==> config.mk <==
export PLATFORM = sky130hd
export DESIGN_NAME = sum_accumulator
export DESIGN_NICKNAME = d
export VERILOG_FILES = /design/src/rtl/sum_acc_pkg.sv /design/src/rtl/sum_acc_beat_counter.sv /design/src/rtl/sum_accumulator.sv
export SDC_FILE = /design/constraint.sdc
export NUM_CORES = 1
export LEC_CHECK = 0
export CAP_MARGIN = 20
export CORE_MARGIN = 2
export CORE_UTILIZATION = 49
export CTS_BUF_LIST = sky130_fd_sc_hd__clkbuf_8
export CTS_CLUSTER_SIZE = 25
export DETAILED_ROUTE_END_ITERATION = 8
export PLACE_DENSITY = 0.79
export SYNTH_ARGS = -nofsm -noshare
export SYNTH_HDL_FRONTEND = slang
export SYNTH_SLANG_ARGS = --single-unit
export TNS_END_PERCENT = 20
==> constraint.sdc <==
create_clock -name clk -period 2 [get_ports clk]
set_input_delay 0.6 -clock clk [delete_from_list [all_inputs] [get_ports clk]]
set_output_delay 0.6 -clock clk [all_outputs]
set_load 0.05 [all_outputs]
==> src/rtl/sum_acc_pkg.sv <==
// Shared types and constants for the sum_accumulator block.
// Holds the run-control FSM state encoding and the addend width
// produced by the upstream two_bit_adder ({cout, sum}, range 0..6).
package sum_acc_pkg;

    // Run-control states: waiting for start, collecting beats, holding result.
    typedef enum logic [1:0] {
        IDLE = 2'd0,
        ACC  = 2'd1,
        DONE = 2'd2
    } state_t;

    // {cout, sum} from the two-bit adder.
    localparam int ADDEND_W = 3;

endpackage

==> src/rtl/sum_acc_beat_counter.sv <==
// Beat counter for one accumulation run: clears on run start, increments per
// accepted beat, and flags the beat that completes the run.
// Ports: clk/rst (async active-high), clr, inc, count (CNT_W), last (count==N_SAMPLES-1).
module sum_acc_beat_counter
    import sum_acc_pkg::*;
#(
    parameter  int N_SAMPLES = 16,
    localparam int CNT_W     = $clog2(N_SAMPLES + 1)
) (
    input  logic             clk,
    input  logic             rst,
    input  logic             clr,
    input  logic             inc,
    output logic [CNT_W-1:0] count,
    output logic             last
);

    always_ff @(posedge clk or posedge rst) begin
        if (rst) begin
            count <= '0;
        end else if (clr) begin
            count <= '0;
        end else if (inc) begin
            count <= count + 1'b1;
        end
    end

    // True while the next accepted beat is the final one of the run.
    assign last = (count == CNT_W'(N_SAMPLES - 1));

endmodule

==> src/rtl/sum_accumulator.sv <==
// Accumulates N_SAMPLES {cout,sum} addends from a two_bit_adder into an ACC_W
// register and offers the total over a valid/ready result handshake.
// Ports: clk, rst (async active-high), start, sum/cout/in_valid/in_ready beat
// input, result/res_valid/res_ready result output, busy, count, overflow status.
// Build option: define SUM_ACC_SATURATE_EN to clamp acc at all-ones on carry-out
// instead of wrapping; port list is the same in both builds.
module sum_accumulator
    import sum_acc_pkg::*;
#(
    parameter  int ACC_W     = 8,
    parameter  int N_SAMPLES = 16,
    localparam int CNT_W     = $clog2(N_SAMPLES + 1)
) (
    input  logic             clk,
    input  logic             rst,
    input  logic             start,
    input  logic [1:0]       sum,
    input  logic             cout,
    input  logic             in_valid,
    output logic             in_ready,
    output logic [ACC_W-1:0] result,
    output logic             res_valid,
    input  logic             res_ready,
    output logic             busy,
    output logic [CNT_W-1:0] count,
    output logic             overflow
);

    state_t             state;
    state_t             state_nxt;
    logic [ACC_W-1:0]   acc;
    logic [ACC_W-1:0]   acc_nxt;
    logic [ACC_W-1:0]   addend;
    logic [ACC_W:0]     acc_sum;
    logic               carry;
    logic               accept;
    logic               run_start;
    logic               last_beat;

    // A new run only begins from IDLE; start elsewhere is ignored.
    assign run_start = (state == IDLE) && start;
    assign accept    = (state == ACC) && in_valid;

    // ------------------------------------------------------------------
    // Beat counter
    // ------------------------------------------------------------------
    sum_acc_beat_counter #(
        .N_SAMPLES (N_SAMPLES)
    ) u_beat_counter (
        .clk   (clk),
        .rst   (rst),
        .clr   (run_start),
        .inc   (accept),
        .count (count),
        .last  (last_beat)
    );

    // ------------------------------------------------------------------
    // Adder and optional saturation
    // ------------------------------------------------------------------
    assign addend  = ACC_W'({cout, sum});
    // One extra bit captures the carry-out of acc's MSB.
    assign acc_sum = {1'b0, acc} + {1'b0, addend};
    assign carry   = acc_sum[ACC_W];

`ifdef SUM_ACC_SATURATE_EN
    // Once clamped, every further non-zero addend carries again, so acc
    // stays at all-ones for the rest of the run.
    assign acc_nxt = carry ? {ACC_W{1'b1}} : acc_sum[ACC_W-1:0];
`else
    assign acc_nxt = acc_sum[ACC_W-1:0];
`endif

    always_ff @(posedge clk or posedge rst) begin
        if (rst) begin
            acc      <= '0;
            overflow <= 1'b0;
        end else if (run_start) begin
            acc      <= '0;
            overflow <= 1'b0;
        end else if (accept) begin
            acc      <= acc_nxt;
            overflow <= overflow | carry;
        end
    end

    // ------------------------------------------------------------------
    // Run-control FSM
    // ------------------------------------------------------------------
    always_ff @(posedge clk or posedge rst) begin
        if (rst) begin
            state <= IDLE;
        end else begin
            state <= state_nxt;
        end
    end

    always_comb begin
        state_nxt = state;
        case (state)
            IDLE: begin
                if (start) begin
                    state_nxt = ACC;
                end
            end
            ACC: begin
                if (accept && last_beat) begin
                    state_nxt = DONE;
                end
            end
            DONE: begin
                // start seen on the handshake cycle does not re-arm a run.
                if (res_ready) begin
                    state_nxt = IDLE;
                end
            end
            default: begin
                state_nxt = IDLE;
            end
        endcase
    end

    // Status outputs decode the registered state only, so neither in_valid
    // nor res_ready reaches an output combinationally.
    always_comb begin
        in_ready  = 1'b0;
        res_valid = 1'b0;
        busy      = 1'b0;
        case (state)
            ACC: begin
                in_ready = 1'b1;
                busy     = 1'b1;
            end
            DONE: begin
                res_valid = 1'b1;
                busy      = 1'b1;
            end
            default: begin
                in_ready  = 1'b0;
            end
        endcase
    end

    assign result = acc;

endmodule

[Word-level counts from Yosys, hierarchy flattened]
Index checks and enable logic that the tools add are counted.
Storage, ports and cells
  bits in registers: 16
  input bits: 8
  output and inout port bits: 17
  logic and storage cells: 33
Operators by class
  add/subtract/negate cells: 2
  eq/ne operators: 6
  muxes and demuxes: 13
  bitwise logic cells: 1
  reductions and logical operators: 7
Operators by type and width (count)
  $mux 8: 2
  $mux 5: 2
  $add 8x3->9: 1
  $mux 2: 3
  $pmux 2 s3: 1
  $add 5x1->5 const B: 1
  $eq 5x4->1 const B: 1
  $mux 1: 5
  $ne 2x2->1 const B: 2
  $logic_and 1x1->1: 3
  $reduce_and 3->1: 1
  $eq 2x1->1 const B: 1
  $eq 2x2->1 const B: 1
  $logic_not 2->1: 1
  $ne 2x1->1 const B: 1
  $reduce_bool 2->1: 1
  $reduce_or 2->1: 1
  $or 1x1->1: 1

[Longest topological paths before layout]
  word-level depth: 5
  gate-level depth with buffers: 7
  gate-level depth less buffers: 7

[Cells and area by module]
From an unflattened synthesis, not the netlist that was laid out.
Second synthesis, totals
  cells, all modules: 96
  area total of the unflattened synthesis: 959.7 µm²
Modules (own cells, without submodules)
  sum_accumulator: times used 1, cells each 72, area an instance 676.9 µm², seq. area each 275.3 µm²
  sum_acc_beat_counter: times used 1, cells each 24, area an instance 282.8 µm², seq. area each 125.1 µm²

[Worst setup path before layout]
OpenSTA, ideal clock, no wires.
  path type: reg2reg
  start point: register acc[0], in the netlist result[0]
  end point: register acc[6], in the netlist result[6]
  library setup time: 0.072 ns
  arrival: 1.885 ns
  data required time: 1.928 ns
  setup slack: 0.043 ns
  stages on the path, launching flop included: 8
  path buffers: 0
  clock period less this slack: 1.957 ns
  cells stage by stage: dfrtp_1 > ha_1 > inv_1 > fa_1 > nor2b_1 > o211ai_1 > xor2_1 > nor2_1
On the way
  word-level cells in the longest chain between the ends: 3
RTL lines
  start, declared: line sum_accumulator.sv:31  | logic [ACC_W-1:0] acc;
  start signal, assigned: line sum_accumulator.sv:82  | acc <= acc_nxt;
  $add 8x3->9: line sum_accumulator.sv:63  | assign acc_sum = {1'b0, acc} + {1'b0, addend};
  $mux 8: line sum_accumulator.sv:81  | end else if (accept) begin
  $mux 8: line sum_accumulator.sv:78  | end else if (run_start) begin
Every way passes these cells. The select of a mux whose other input is x is not followed.
A chain may end at the register's enable or synchronous reset.

[Worst setup path after layout]
  start point: input sum[1]
  end point: register acc[3], in the netlist result[3]
On the way
  word-level cells in the longest chain between the ends: 3
RTL lines
  start, declared: line sum_accumulator.sv:17  | input logic [1:0] sum,
  $add 8x3->9: line sum_accumulator.sv:63
  $mux 8: line sum_accumulator.sv:81
  $mux 8: line sum_accumulator.sv:78
Every way passes these cells. The select of a mux whose other input is x is not followed.

==> out/results.txt <==
Sw frac = 47.09%
Register Area = 400.4 sq um
Leakage = 0.6272 nW
Worst Skew = 2.342 ps
Most frequent cells in the layout = 20 x buf_4, 16 x dfrtp_1, 12 x nor2_1
Final setup vio count = 0
#FFs+latches synth = 16
RePlAce Congestion = 0.7395
Crit path to = result[3]$_DFFE_PP0P_
Worst Path Arrival = 2070 ps
Starting DRT DRC Count = 11
Vias = 777
Crit Path Class = in2reg
Async S/R FF share, synth = 100.0%
Post-synth top area share = 42.84%
GRT Total Usage = 20.62%
Die X = 47.68 um
P&R area growth vs syn = 40.16%
CTS H-tree depth = 1
Io pins = 25
Post-Syn Nets = 115
Worst min path class = reg2reg
Layout cells sized above 1 = 29.37%
DRC = 0
Main synth FF type = dfrtp_1
Slew Limit Fails = 0
Hold Worst Slack = 518.4 ps
CTS root buffer = clkbuf_8
Reg power frac = 26.1%
Post-placement setup slack = -433.9 ps
Rows = 15
Die Ht = 47.68 um
Adder-cell share of the synthesized area = 15.53%
Area of the multi-input gates = 520.5 sq um
Main combinational cell family by area after synthesis = simple AND/OR/NAND/NOR gates
Port bufs = 24
Synth cell types = 28
Simple logic cell fraction of the synthesized area = 18.21%
Critical Path RT = 2140 ps
Worst setup margin = 63.98 ps
Pin count of the biggest net entering global routing = 17
Final worst path period need = 1936 ps
Final WL = 1.965 mm
Syn_area_per_cell = 9.736 sq um
Post-synth EDFFs = 0
CTS hold repair buffers = 0
Max cap viols = 0
Starting Density = 52.98%
Core area = 1764 sq um
Synth Area in Compound Gates = 11.11%
Worst R2R End = state[0]$_DFFE_PP0P_
R2R depth = 6
HPWL Detailed = 1.530 mm
Actual slew at the worst max-slew pin = 476.6 ps
CTS tree = yes
Antenna violations before repair = 0
Mapped cell area = 934.6 sq um
Sequential-to-total area share from yosys stat = 42.84%
Tot Pwr = 1.850 mW
Final Hold Viols = 0
Net Sw Power = 0.8709 mW
Worst-path fanout max = 3
Logic pwr share = 61.1%
Reg2Reg Setup Slack = 280 ps
Min-Delay Path Depth = 2
Status = complete, no violations
Number of vias per cell = 5.146
# nets final = 147
Die Area = 2273 sq um
Commonest non-fill, non-tap cell in the layout = buf_4
Sink Count = 16
Post-synthesis xor/xnor area fraction = 6.560%
Wire per inst = 13.01 um
Pre-antenna DRT Iters = 4
Synthesized instance count = 96
Max VDD drop = 881.9 uV
RSZ-0062 raised after global routing = false
Max Freq = 516.5 MHz
Crit end category = register
HP Start = overflow$_DFFE_PP0P_
Maximum clock insertion buffer count = 2
CTS clk-pin slew, worst paths = 60 ps
R2r startpoint = u_beat_counter.count[0]$_DFFE_PP0P_
Power per cell area = 1412 nW/um^2
Overflow after GRT = 0
Vias in the first global route = 721
Inserted Clock Buffers = 3
First-pass GRT wire length = 3.153 mm
Clock Power Share = 12.8%
CP Launch Point = sum[1]
Multiplexer share of the synthesized area = 0%
Cell-internal power = 0.9786 mW
Clk_lat worst skew = 250 ps
Dominant cell type by area after synthesis = dfrtp_1
Post-route ant nets = 0
YS warnings = 0
Crit path launch type = input pin
Fin util = 74.26%
Max-slew headroom = 68.23%
Final worst-path cycle share = 96.80%
N_diodes = 0
Synth top area cells = dfrtp_1 43%, ha_1 13%, nor2_1 5.2%
Filler cells = 148
## critical path: stages
cell,delay (ps)
clkdlybuf4s50_1,420
buf_4,150
ha_4,230
a211oi_4,330
nor3_2,100
xnor2_1,190
nor2_1,60
## how the worst min path moves through the flow
stage / endpoint
2_1_floorplan: overflow$_DFFE_PP0P_
3_3_place_gp: overflow$_DFFE_PP0P_
3_5_place_dp: overflow$_DFFE_PP0P_
4_1_cts: overflow$_DFFE_PP0P_
5_1_grt: overflow$_DFFE_PP0P_
6_report: overflow$_DFFE_PP0P_
## sequential cells by signal (all words and copies together) (netlist names)
signal,flops
result,8
u_beat_counter.count,5
state,2
overflow,1
## metal layers
metal | wire [um] | vias to the layer above | global-route usage (%) | share of wire (%)
met4 | 17 | 0 | 6.486 | 0.87
met1 | 835 | 374 | 27.29 | 42
met2 | 997 | 21 | 32.97 | 51
li1 | - | 379 | - | -
met3 | 114 | 3 | 5.660 | 5.8
met5 | 0 | - | 0 | 0
## power groups by stage
stage	combinational, mW	clock [mW]	sequential [mW]
6_report	1.13	0.238	0.482
2_1_floorplan	0.504	0	0.675
3_3_place_gp	1.06	0	0.480
4_1_cts	1.10	0.239	0.480
3_5_place_dp	1.08	0	0.485
5_1_grt	1.22	0.255	0.496
## cell type report
class / count / area share, %
inverter: 10 / 2.865
clock buffer: 3 / 3.152
sequential: 16 / 30.56
timing repair buffer: 30 / 21.30
tap: 25 / 2.388
multi-input combinational: 67 / 39.73
## cell families (layout without fill, tap and decap cells)
logic type               after synthesis  in the layout
adder cells (fa/ha/maj)               11             11
flip-flops                            16             16
AO/OA/AOI/OAI                         15             15
XOR/XNOR                               7              7
AND/OR/NAND/NOR                       34             34
buffers and inverters                 13             43
## repair_timing
item	4_1_cts	5_1_grt
endpoints found under the setup margin	4	4
buffers inserted	0	0
cloned	0	0
gates resized for setup	6	4
pin swaps	5	4
## cells in the mapped netlist, types with 2 or more instances
cell,n
xor2_1,4
ha_1,10
xnor2_1,3
o21ai_0,2
a21oi_1,5
nand2_1,9
nor2_1,13
dfrtp_1,16
nor2b_1,2
inv_1,10
o211ai_1,3
nor3_1,2
a211oi_1,2
## metrics by stage
step / instance area [sq um] / std cells / setup TNS [ps]
after floorplan: 934.6 / 96 / 0
after global placement: 1230 / 148 / -1889
after detailed placement: 1230 / 148 / -2204
after CTS: 1282 / 151 / 0
after global routing: 1310 / 151 / 0
final: 1310 / 151 / 0
(Power assumes the default switching activity.)
